File: src/rtl/fixed_rrelu_stream.sv
// fixed_rrelu_stream
//   Pipelined multi-lane randomized leaky ReLU for fixed-point activation
//   streams. Negative inputs are scaled by a slope in Q0.F. In train mode each
//   lane draws the slope from its own LFSR, and the LFSR steps only on
//   accepted train beats. In eval mode the slope is the fixed midpoint. The
//   slope applied to each lane is exported so a backward pass can replay it.
//
// Ports
//   clk, rst_n          clock, asynchronous active-low reset
//   mode_train          1 = LFSR slope, 0 = eval slope; sampled at input handshake
//   data_in_0           N signed lanes of DATA_IN_0_PRECISION_0 bits (lane i at [i*W +: W])
//   data_in_0_valid/_ready   input handshake
//   data_out_0          N signed lanes of DATA_OUT_0_PRECISION_0 bits
//   slope_out           N unsigned Q0.F slopes of F+1 bits (2^F for x >= 0)
//   data_out_0_valid/_ready  output handshake
module fixed_rrelu_stream #(
  parameter int DATA_IN_0_PRECISION_0       = 16,
  parameter int DATA_IN_0_PRECISION_1       = 8,
  parameter int DATA_OUT_0_PRECISION_0      = 16,
  parameter int DATA_OUT_0_PRECISION_1      = 8,
  parameter int DATA_IN_0_PARALLELISM_DIM_0 = 1,
  parameter int DATA_IN_0_PARALLELISM_DIM_1 = 1,
  parameter int UPPER                       = 1,
  parameter int LOWER                       = 4,
  parameter logic [31:0] LFSR_POLY          = 32'h04c11db7,
  parameter logic [31:0] LFSR_SEED          = 32'h0000ACE1
) (
  input  logic clk,
  input  logic rst_n,
  input  logic mode_train,
  input  logic [DATA_IN_0_PARALLELISM_DIM_0*DATA_IN_0_PARALLELISM_DIM_1*DATA_IN_0_PRECISION_0-1:0] data_in_0,
  input  logic data_in_0_valid,
  output logic data_in_0_ready,
  output logic [DATA_IN_0_PARALLELISM_DIM_0*DATA_IN_0_PARALLELISM_DIM_1*DATA_OUT_0_PRECISION_0-1:0] data_out_0,
  output logic [DATA_IN_0_PARALLELISM_DIM_0*DATA_IN_0_PARALLELISM_DIM_1*(DATA_IN_0_PRECISION_1+1)-1:0] slope_out,
  output logic data_out_0_valid,
  input  logic data_out_0_ready
);

  localparam int W  = DATA_IN_0_PRECISION_0;
  localparam int F  = DATA_IN_0_PRECISION_1;
  localparam int OW = DATA_OUT_0_PRECISION_0;
  localparam int OF = DATA_OUT_0_PRECISION_1;
  localparam int N  = DATA_IN_0_PARALLELISM_DIM_0 * DATA_IN_0_PARALLELISM_DIM_1;
  localparam int SW = F + 1;

  localparam int UPPER_I = 1 << (F - UPPER);
  localparam int LOWER_I = 1 << (F - LOWER);
  localparam logic [SW-1:0] LOWER_V = SW'(LOWER_I);
  localparam logic [SW-1:0] MASK_V  = SW'((UPPER_I - 1) & ~(LOWER_I - 1));
  localparam logic [SW-1:0] EVAL_V  = SW'((UPPER_I + LOWER_I) >> 1);
  localparam logic [SW-1:0] ONE_V   = SW'(1 << F);
  localparam logic [W-1:0]  POLY_W  = W'(LFSR_POLY);

  // Product of a W-bit signed word and an (F+2)-bit zero-extended slope.
  localparam int PW   = W + F + 2;
  localparam int SH_L = (OF > F) ? OF - F : 0;
  localparam int SH_R = (F > OF) ? F - OF : 0;
  // One spare sign bit so the extension below is never a zero replication.
  localparam int RW   = PW + SH_L + 1;

  logic s1_valid_q;
  logic out_valid_q;
  logic [N*W-1:0]  s1_x_q;
  logic [N*SW-1:0] s1_slope_q;
  logic [N*SW-1:0] s1_slope_d;
  logic [N*OW-1:0] out_data_q;
  logic [N*OW-1:0] out_data_d;
  logic [N*SW-1:0] slope_out_q;

  logic s2_en;
  logic s1_en;
  logic in_hs;

  assign s2_en = !out_valid_q | data_out_0_ready;
  assign s1_en = !s1_valid_q | s2_en;
  assign in_hs = data_in_0_valid & s1_en;

  assign data_in_0_ready  = s1_en;
  assign data_out_0_valid = out_valid_q;
  assign data_out_0       = out_data_q;
  assign slope_out        = slope_out_q;

  for (genvar gi = 0; gi < N; gi++) begin : gen_lane
    localparam logic [W-1:0] SEED_RAW = W'(LFSR_SEED) ^ W'(gi * 32'h9E37);
    localparam logic [W-1:0] SEED     = (SEED_RAW == '0) ? '1 : SEED_RAW;

    logic [W-1:0]  lfsr_q;
    logic [W-1:0]  lfsr_d;
    logic [SW-1:0] masked;
    logic [SW-1:0] train_slope;
    logic          x_neg;

    // Left-shifting Galois step. A train beat uses the state it advances to,
    // so the first train beat after reset sees the first post-seed value.
    assign lfsr_d      = {lfsr_q[W-2:0], 1'b0} ^ (lfsr_q[W-1] ? POLY_W : '0);
    assign masked      = lfsr_d[SW-1:0] & MASK_V;
    assign train_slope = (masked < LOWER_V) ? LOWER_V : masked;
    assign x_neg       = data_in_0[gi*W + W - 1];

    assign s1_slope_d[gi*SW +: SW] = !x_neg ? ONE_V : (mode_train ? train_slope : EVAL_V);

    always_ff @(posedge clk or negedge rst_n) begin
      if (!rst_n) begin
        lfsr_q <= SEED;
      end else if (in_hs && mode_train) begin
        lfsr_q <= lfsr_d;
      end
    end

    // Stage 2 arithmetic on the registered S1 word and slope.
    logic [W-1:0]  x_s1;
    logic [SW-1:0] sl_s1;
    logic [PW-1:0] x_ext;
    logic [PW-1:0] sl_ext;
    logic [PW-1:0] prod;
    logic signed [PW-1:0] q;
    logic signed [RW-1:0] q_ext;
    logic signed [RW-1:0] r;
    logic [OW-1:0] sat;

    assign x_s1   = s1_x_q[gi*W +: W];
    assign sl_s1  = s1_slope_q[gi*SW +: SW];
    // Sign-extend x and zero-extend the slope to the full product width so an
    // unsigned multiply yields the correct signed low PW bits.
    assign x_ext  = {{(PW-W){x_s1[W-1]}}, x_s1};
    assign sl_ext = {{(PW-SW){1'b0}}, sl_s1};
    assign prod   = x_ext * sl_ext;
    assign q      = $signed(prod) >>> F;
    assign q_ext  = {{(SH_L+1){q[PW-1]}}, q};
    // Only one of SH_L / SH_R is non-zero; the right shift floors.
    assign r      = (q_ext <<< SH_L) >>> SH_R;

    // Saturate when the bits above the output sign bit are not a pure sign extension.
    always_comb begin
      sat = r[OW-1:0];
      if (r[RW-1] && !(&r[RW-1:OW-1])) begin
        sat = {1'b1, {(OW-1){1'b0}}};
      end else if (!r[RW-1] && (|r[RW-1:OW-1])) begin
        sat = {1'b0, {(OW-1){1'b1}}};
      end
    end

    assign out_data_d[gi*OW +: OW] = sat;
  end

  always_ff @(posedge clk or negedge rst_n) begin
    if (!rst_n) begin
      s1_valid_q  <= 1'b0;
      s1_x_q      <= '0;
      s1_slope_q  <= '0;
      out_valid_q <= 1'b0;
      out_data_q  <= '0;
      slope_out_q <= '0;
    end else begin
      if (s1_en) begin
        s1_valid_q <= data_in_0_valid;
      end
      if (in_hs) begin
        s1_x_q     <= data_in_0;
        s1_slope_q <= s1_slope_d;
      end
      // Output holds while stalled; it reloads only when S2 may advance.
      if (s2_en) begin
        out_valid_q <= s1_valid_q;
        if (s1_valid_q) begin
          out_data_q  <= out_data_d;
          slope_out_q <= s1_slope_q;
        end
      end
    end
  end

endmodule

File: config.mk
export PLATFORM = sky130hd
export DESIGN_NAME = fixed_rrelu_stream
export DESIGN_NICKNAME = d
export VERILOG_FILES = /design/src/rtl/fixed_rrelu_stream.sv
export SDC_FILE = /design/constraint.sdc
export NUM_CORES = 1
export LEC_CHECK = 0
export ABC_AREA = 1
export CAP_MARGIN = 30
export CORE_AREA = 4 4 142 144
export DETAILED_ROUTE_END_ITERATION = 8
export DIE_AREA = 0 0 146 148
export REMOVE_ABC_BUFFERS = 1
export SYNTH_ARGS = -nofsm -noshare
export SYNTH_HDL_FRONTEND = slang
export SYNTH_SLANG_ARGS = --single-unit
File: constraint.sdc
create_clock -name clk -period 5.3 [get_ports clk]
set_clock_uncertainty 0.05 [all_clocks]
set_input_delay 0.795 -clock clk [delete_from_list [all_inputs] [get_ports clk]]
set_output_delay 0.795 -clock clk [all_outputs]
set_load 0.005 [all_outputs]
==> impl_metrics.toml, run 1 <==
[pwr]
p_sw_share_pct = 44.15
p_sw_w = 0.001387
clockPowerShare_pct = 18.5
seqPwrFrac_pct = 23.9
ir_worst_vdd_v = 0.0002132
internal_power_w = 0.001755
p_per_area_nw_per_um2 = 446.0
p_total_w = 0.003142
power_frac_comb_pct = 57.6
p_leak_nw = 4.325

[grt]
antenna_found_initial = 0
grt_start_max_net_pins = 61
grt.overflow.total = 0
grt_usage_pct = 12.21
grt_pass1_vias = 4614
grt_pass1_wl_um = 21740

[yosys]
synth_area_um2 = 6113
synth_flop_cell = "dfrtp_1"
netlist_instances = 796
ys_warn_count = 0
ys_seq_area_share_pct = 24.72
synth_top_cell_by_area = "dfrtp_1"
synth_area_per_cell_um2 = 7.680
async_reset_ff_share_pct = 100.0
ys_seq_elements = 60
synth_edf_count = 0
synthTopCellsByArea = "dfrtp_1, nand2_1, fa_1, ha_1, inv_1"
netlist.area_leader.share_pct = 21.29
synthDistinctLibCells = 36

[critical_path]
cp_common_cell = "nand2_1"
r2r_end = "data_out_0[1]"
r2r_setup_slack_ns = 0.63
crit_required_ns = 5.47
critPathKind = "flip-flop to flip-flop"
r2r-start = "gen_lane[0].sl_s1[4]"
setup.worst_path.start_class = "flip-flop"
reg2reg_depth = 22
path_cells = "nand2_1 > inv_1 > fa_1 > ha_1 > fa_1 > inv_1 > fa_1 > inv_1 > ha_1 > ha_1 > nand2_1 > inv_2 > nand2_1 > nand2_1 > a21oi_1 > nand3_1 > nand2_2 > nand3_2 > nand2_4 > nand2_1 > nand2_1 > nand2_1"
endpoint_kind = "flip-flop"
slowest_stage = "fa_1"
crit_fanout = 15
max_stage_delay_ns = 0.52
cp.arrival_ns = 4.84

[cts]
path_clk_slew_ns = 0.06
clkSinkCount = 60
clockBufferDepth = 2
cts_root_buf = "clkbuf_16"
cts_resized = 0
tritoncts = "done"
cts-buffers-inserted = 9
post_cts_buffers = 0
cts_htree_levels = 3
clk_latency_ns = 0.34
hold_buffers = 0

[die]
ioPinCount = 48
fp-row-count = 50
coreArea_um2 = 18710
die-width_um = 146
start_util_pct = 32.68
die_h_um = 148
die-area_um2 = 21610

[sta]
finalHoldViolations = 0
slew_headroom_pct = 48.83
setup_violations = 0
tns_ns = 0
drv_slew = 0
tightest_slew_ns = 0.7675
period_needed_ns = 4.673
rsz0062_at_grt = "false"
max_freq_mhz = 214.0
period_share_pct = 88.17

[layout]
instances_no_fill = 1074
antennaDiodeCount = 0
fin_area_um2 = 7046
fin_nets = 982
area_growth_pct = 15.25
drive_above_1_share_pct = 7.381

[placement]
io_buffers = 43
dpl.cell_count = 1058
gp_routability_congestion = 0.8348
placed_area_um2 = 6753
place.detailed.hpwl_um = 9992

[detailed_routing]
wl_met1_um = 6237
met2RoutedLength_um = 5508
first_iter_violations = 175
drtAntennaViolNets = 0
avgViaCountPerCell = 4.329
maxUsedRoutingLayer = "met4"
wl_per_cell_um = 11.56
met3_length_um = 494
firstDrtPassIters = 4
totalWireLength_um = 12420
vias = 4649
drc = 0

[min_path]
whs_endpoint = "data_out_0[14]"
min_path_cells = 2
hold_class = "flip-flop to flip-flop"
min-delay-start = "data_out_0[14]"

[status]
status = "completed"

[run]
maxCapViolations = 0
-- power groups by stage --
stage	clock [W]	sequential, W	combinational, W
2_1_floorplan	0	0.000747	0.00132
3_3_place_gp	0	0.000757	0.00180
3_5_place_dp	0	0.000760	0.00182
4_1_cts	0.000599	0.000753	0.00185
5_1_grt	0.000620	0.000778	0.00210
6_report	0.000581	0.000752	0.00181
-- worst max-delay path: cells and delay by family (launching register included) --
| kind | cells | cell delay (ns) |
|---|---|---|
| fa+ha+maj | 6 | 2.53 |
| simple gates | 11 | 1.02 |
| flops | 1 | 0.50 |
| buf+inv | 4 | 0.28 |
| compound gates | 1 | 0.15 |
-- worst max-delay path by stage --
stage / startpoint / end / slack [ns] / cells after the start
after global routing: gen_lane[0].sl_s1[5] / data_out_0[12] / 0.29 / 20
final: gen_lane[0].sl_s1[4] / data_out_0[1] / 0.63 / 22
after detailed placement: gen_lane[0].sl_s1[5] / data_out_0[1] / 0.62 / 21
after CTS: gen_lane[0].sl_s1[4] / data_out_0[1] / 0.61 / 21
after floorplan: gen_lane[0].sl_s1[4] / data_out_0[0] / 0.84 / 22
after global placement: gen_lane[0].sl_s1[4] / data_out_0[0] / 0.68 / 20
-- per-layer routing --
layer  up-vias  global-route usage [%]
met3        14                   2.790
met4         0                   3.763
met5         -                       0
met1      2090                   16.66
met2        77                   19.40
li1       2468                       -
-- cells in the final DEF (no fill, tap or decap), types with 2 or more instances in the layout --
| cell type | count |
|---|---|
| nor2_1 | 28 |
| o21bai_1 | 2 |
| nor2_2 | 4 |
| a21oi_1 | 14 |
| dfstp_2 | 8 |
| nand4_1 | 2 |
| nand3_1 | 8 |
| xnor2_1 | 10 |
| buf_4 | 7 |
| inv_2 | 2 |
| ha_1 | 76 |
| o22ai_1 | 2 |
| xor2_1 | 9 |
| dfrtp_1 | 52 |
| clkinv_2 | 2 |
| nand2_1 | 294 |
| nand3_2 | 4 |
| nand2_2 | 14 |
| nand3b_1 | 3 |
| nor3_2 | 2 |
| inv_1 | 148 |
| clkbuf_16 | 9 |
| fa_1 | 50 |
| o21ai_0 | 28 |
| nand2_4 | 2 |
| clkinvlp_4 | 2 |
| clkdlybuf4s50_1 | 42 |
| conb_1 | 4 |
| a31oi_1 | 2 |
-- area by class of cell --
class	count	area [µm²]
clock buffer	10	229.0
clock inverter	6	63.81
fill	1940	11660
inverter	150	563.0
multi-input combinational	564	3908
sequential	60	1511
tap	234	292.8
timing repair buffer	50	478.0
-- sequential cells by signal (all words and copies together) (netlist names) --
name	cells
data_out_0_valid	1
gen_lane.x_s1	16
data_out_0	16
s1_valid_q	1
slope_out	5
gen_lane.sl_s1	5
gen_lane.lfsr_q	16
-- cell families after synthesis --
| kind of cell | Yosys count | share of synthesized area [%] |
|---|---|---|
| compound gates | 50 | 4.359 |
| xor+xnor | 19 | 2.722 |
| fa+ha+maj | 126 | 31.93 |
| buf+inv | 175 | 11.54 |
| flops | 60 | 24.72 |
| other cells | 1 | 0.06134 |
| simple gates | 365 | 24.66 |
-- per-stage QoR --
step	hold WS, ns	util [%]	setup WS, ns
after floorplan	0.3922	-	0.8372
after global placement	0.4067	36.10	0.6768
after detailed placement	0.4132	36.10	0.6244
after CTS	0.4266	37.67	0.6064
after global routing	0.4447	37.67	0.2855
final	0.4229	37.67	0.6272
-- cell usage after synthesis, types with 8 or more instances --
cell type and number:
nor2_1 28, nand2_2 14, xnor2_1 10, nand2_1 294, ha_1 76, o21ai_0 28, fa_1 50, clkbuf_1 14
dfstp_2 8, inv_1 148, xor2_1 9, dfrtp_1 52, nand3_1 8, a21oi_1 14
No activity file was read; power rests on OpenSTA's default activity.
==> run 2: changes to the inputs <==
--- a/config.mk
+++ b/config.mk
@@ -7,9 +7,9 @@
 export LEC_CHECK = 0
 export ABC_AREA = 1
 export CAP_MARGIN = 30
-export CORE_AREA = 4 4 142 144
+export CORE_AREA = 4 4 149 137
 export DETAILED_ROUTE_END_ITERATION = 8
-export DIE_AREA = 0 0 146 148
+export DIE_AREA = 0 0 153 141
 export REMOVE_ABC_BUFFERS = 1
 export SYNTH_ARGS = -nofsm -noshare
 export SYNTH_HDL_FRONTEND = slang
==> impl_metrics.toml, run 2 (synthesized netlist as in run 1, its figures left out) <==
[status]
status = "completed"

[cts]
tritoncts = "done"
clkSinkCount = 60
cts_htree_levels = 3
path_clk_slew_ns = 0.06
post_cts_buffers = 0
cts_resized = 0
hold_buffers = 0
cts-buffers-inserted = 9
cts_root_buf = "clkbuf_16"
clk_latency_ns = 0.34
clockBufferDepth = 2

[placement]
place.detailed.hpwl_um = 9742
gp_routability_congestion = 0.8481
io_buffers = 43
pre_cts_ws_ns = 0.3940

[min_path]
hold_class = "flip-flop to flip-flop"

[grt]
grtUsageMet3_pct = 2.701
grt_start_max_net_pins = 61
antenna_found_initial = 0
grt_pass1_vias = 4656
met2_usage_pct = 18.11
grt-busiest-layer = "met2"
grt.overflow.total = 0
gr-usage-met1_pct = 17.97
grt_usage_pct = 12.15
grt_pass1_wl_um = 21940

[run]
maxCapViolations = 0

[detailed_routing]
drtAntennaViolNets = 0
wl_per_cell_um = 11.15
avgViaCountPerCell = 4.270
firstDrtPassIters = 4
totalWireLength_um = 12120
vias = 4641
drc = 0
first_iter_violations = 210

[die]
die-area_um2 = 21570
ioPinCount = 48
coreArea_um2 = 18860
fp-row-count = 48
die-width_um = 153
die_h_um = 141
start_util_pct = 32.42

[sta]
drv_slew = 0
max_freq_mhz = 205.1
rsz0062_at_grt = "false"
tightest_slew_ns = 0.7480
finalHoldViolations = 0
slew_headroom_pct = 50.13
post-route-worst-setup-slack_ns = 0.4242
period_share_pct = 92.00
tns_ns = 0
holdWs_ns = 0.4261
setup_violations = 0
period_needed_ns = 4.876

[critical_path]
crit_required_ns = 5.52
max_stage_delay_ns = 0.69
cp.arrival_ns = 5.10
cp_common_cell = "nand2_1"
critPathKind = "flip-flop to flip-flop"
slowest_stage = "dfrtp_1"
crit_fanout = 17
path_cells = "nand2_1 > inv_1 > fa_1 > ha_1 > fa_1 > inv_1 > fa_1 > inv_1 > ha_1 > ha_1 > nand2_1 > inv_1 > nand2_1 > nand2_1 > a21oi_1 > nand4_1 > nand2_1 > nand3_2 > nand2_4 > nand2_1 > nand2_1"
setup.worst_path.start_class = "flip-flop"
endpoint_kind = "flip-flop"

[layout]
antennaDiodeCount = 0
mostFrequentLayoutCell = "nand2_1"
area_growth_pct = 15.10
fin_nets = 979
layout_common_cells = "nand2_1, inv_1, ha_1"
drive_above_1_share_pct = 7.168

[pwr]
p_per_area_nw_per_um2 = 440.4
ir_worst_vdd_v = 0.0001787
p_leak_nw = 4.305
==> run 2: cell count changes in the layout (fill, tap and decap cells not counted) <==
| cell | before | now |
|---|---|---|
| buf_4 | 7 | 4 |
| bufinv_16 | 1 | 0 |
| clkbuf_1 | 1 | 0 |
| clkinv_2 | 2 | 0 |
| clkinv_4 | 0 | 3 |
| inv_8 | 0 | 1 |
==> run 2: where the power goes <==
part	total [W]	switching, W	internal [W]
sequential	0.000767	0.000141	0.000627
combinational	0.00176	0.00101	0.000752
clock	0.000570	0.000247	0.000323
==> run 2: path summary, 6_finish.rpt <==
path,from,end,slack (ns),cells after the start
max,gen_lane[0].sl_s1[4],data_out_0[10],0.42,21
min,data_out_0[2],data_out_0[2],0.43,2
max reg2reg,gen_lane[0].sl_s1[4],data_out_0[10],0.42,21
min reg2reg,data_out_0[2],data_out_0[2],0.43,2
max in group asynchronous,rst_n,data_out_0[14],4.15,2
min in group asynchronous,rst_n,gen_lane[0].lfsr_q[9],0.55,2
==> run 2: layout make-up <==
| type | instances | area [µm²] |
|---|---|---|
| fillers | 2000 | 11820 |
| clock buffers | 9 | 225.2 |
| repair buffers | 47 | 455.4 |
| well taps | 250 | 312.8 |
| flip-flops and latches | 60 | 1511 |
| clock inverters | 7 | 61.31 |
| multi-input cells | 564 | 3908 |
| inverters | 150 | 563.0 |
==> run 2: worst max-delay path, delay by kind of cell (launching register included) <==
| family | cells | cell delay [ns] |
|---|---|---|
| AOI/OAI and AO/OA | 1 | 0.21 |
| DFF | 1 | 0.69 |
| buffers and inverters | 4 | 0.28 |
| adders and majority gates | 6 | 2.49 |
| and+or+nand+nor | 10 | 1.06 |
==> run 2: stage by stage <==
| stage | power (W) | cell area (µm²) | std cells | util (%) |
|---|---|---|---|---|
| after floorplan | 0.002067 | 5982 | 774 | - |
| after global placement | 0.002548 | 6750 | 1071 | 35.79 |
| after detailed placement | 0.002551 | 6750 | 1071 | 35.79 |
| after CTS | 0.003161 | 7037 | 1087 | 37.31 |
| after global routing | 0.003492 | 7037 | 1087 | 37.31 |
| final | 0.003099 | 7037 | 1087 | 37.31 |
==> run 2: layer usage <==
layer	wire [µm]	up-vias
li1	-	2463
met2	5060	72
met3	477	10
met4	127	0
met1	6460	2096
met5	0	-
==> run 3: changes to the inputs <==
==> constraint.sdc (replaced) <==
create_clock -name clk -period 5.3 [get_ports clk]
set_clock_uncertainty 0.05 [all_clocks]
set_input_delay 0.795 -clock clk [delete_from_list [all_inputs] [get_ports clk]]
set_output_delay 0.795 -clock clk [all_outputs]
set_load 0.05 [all_outputs]
==> results of run 3 <==
Same layout as run 2 (identical final DEF). Status: completed.
Main changes from that run: total power 0.003099 W -> 0.003349 W; worst IR drop on VDD 0.0001787 V -> 0.0001810 V
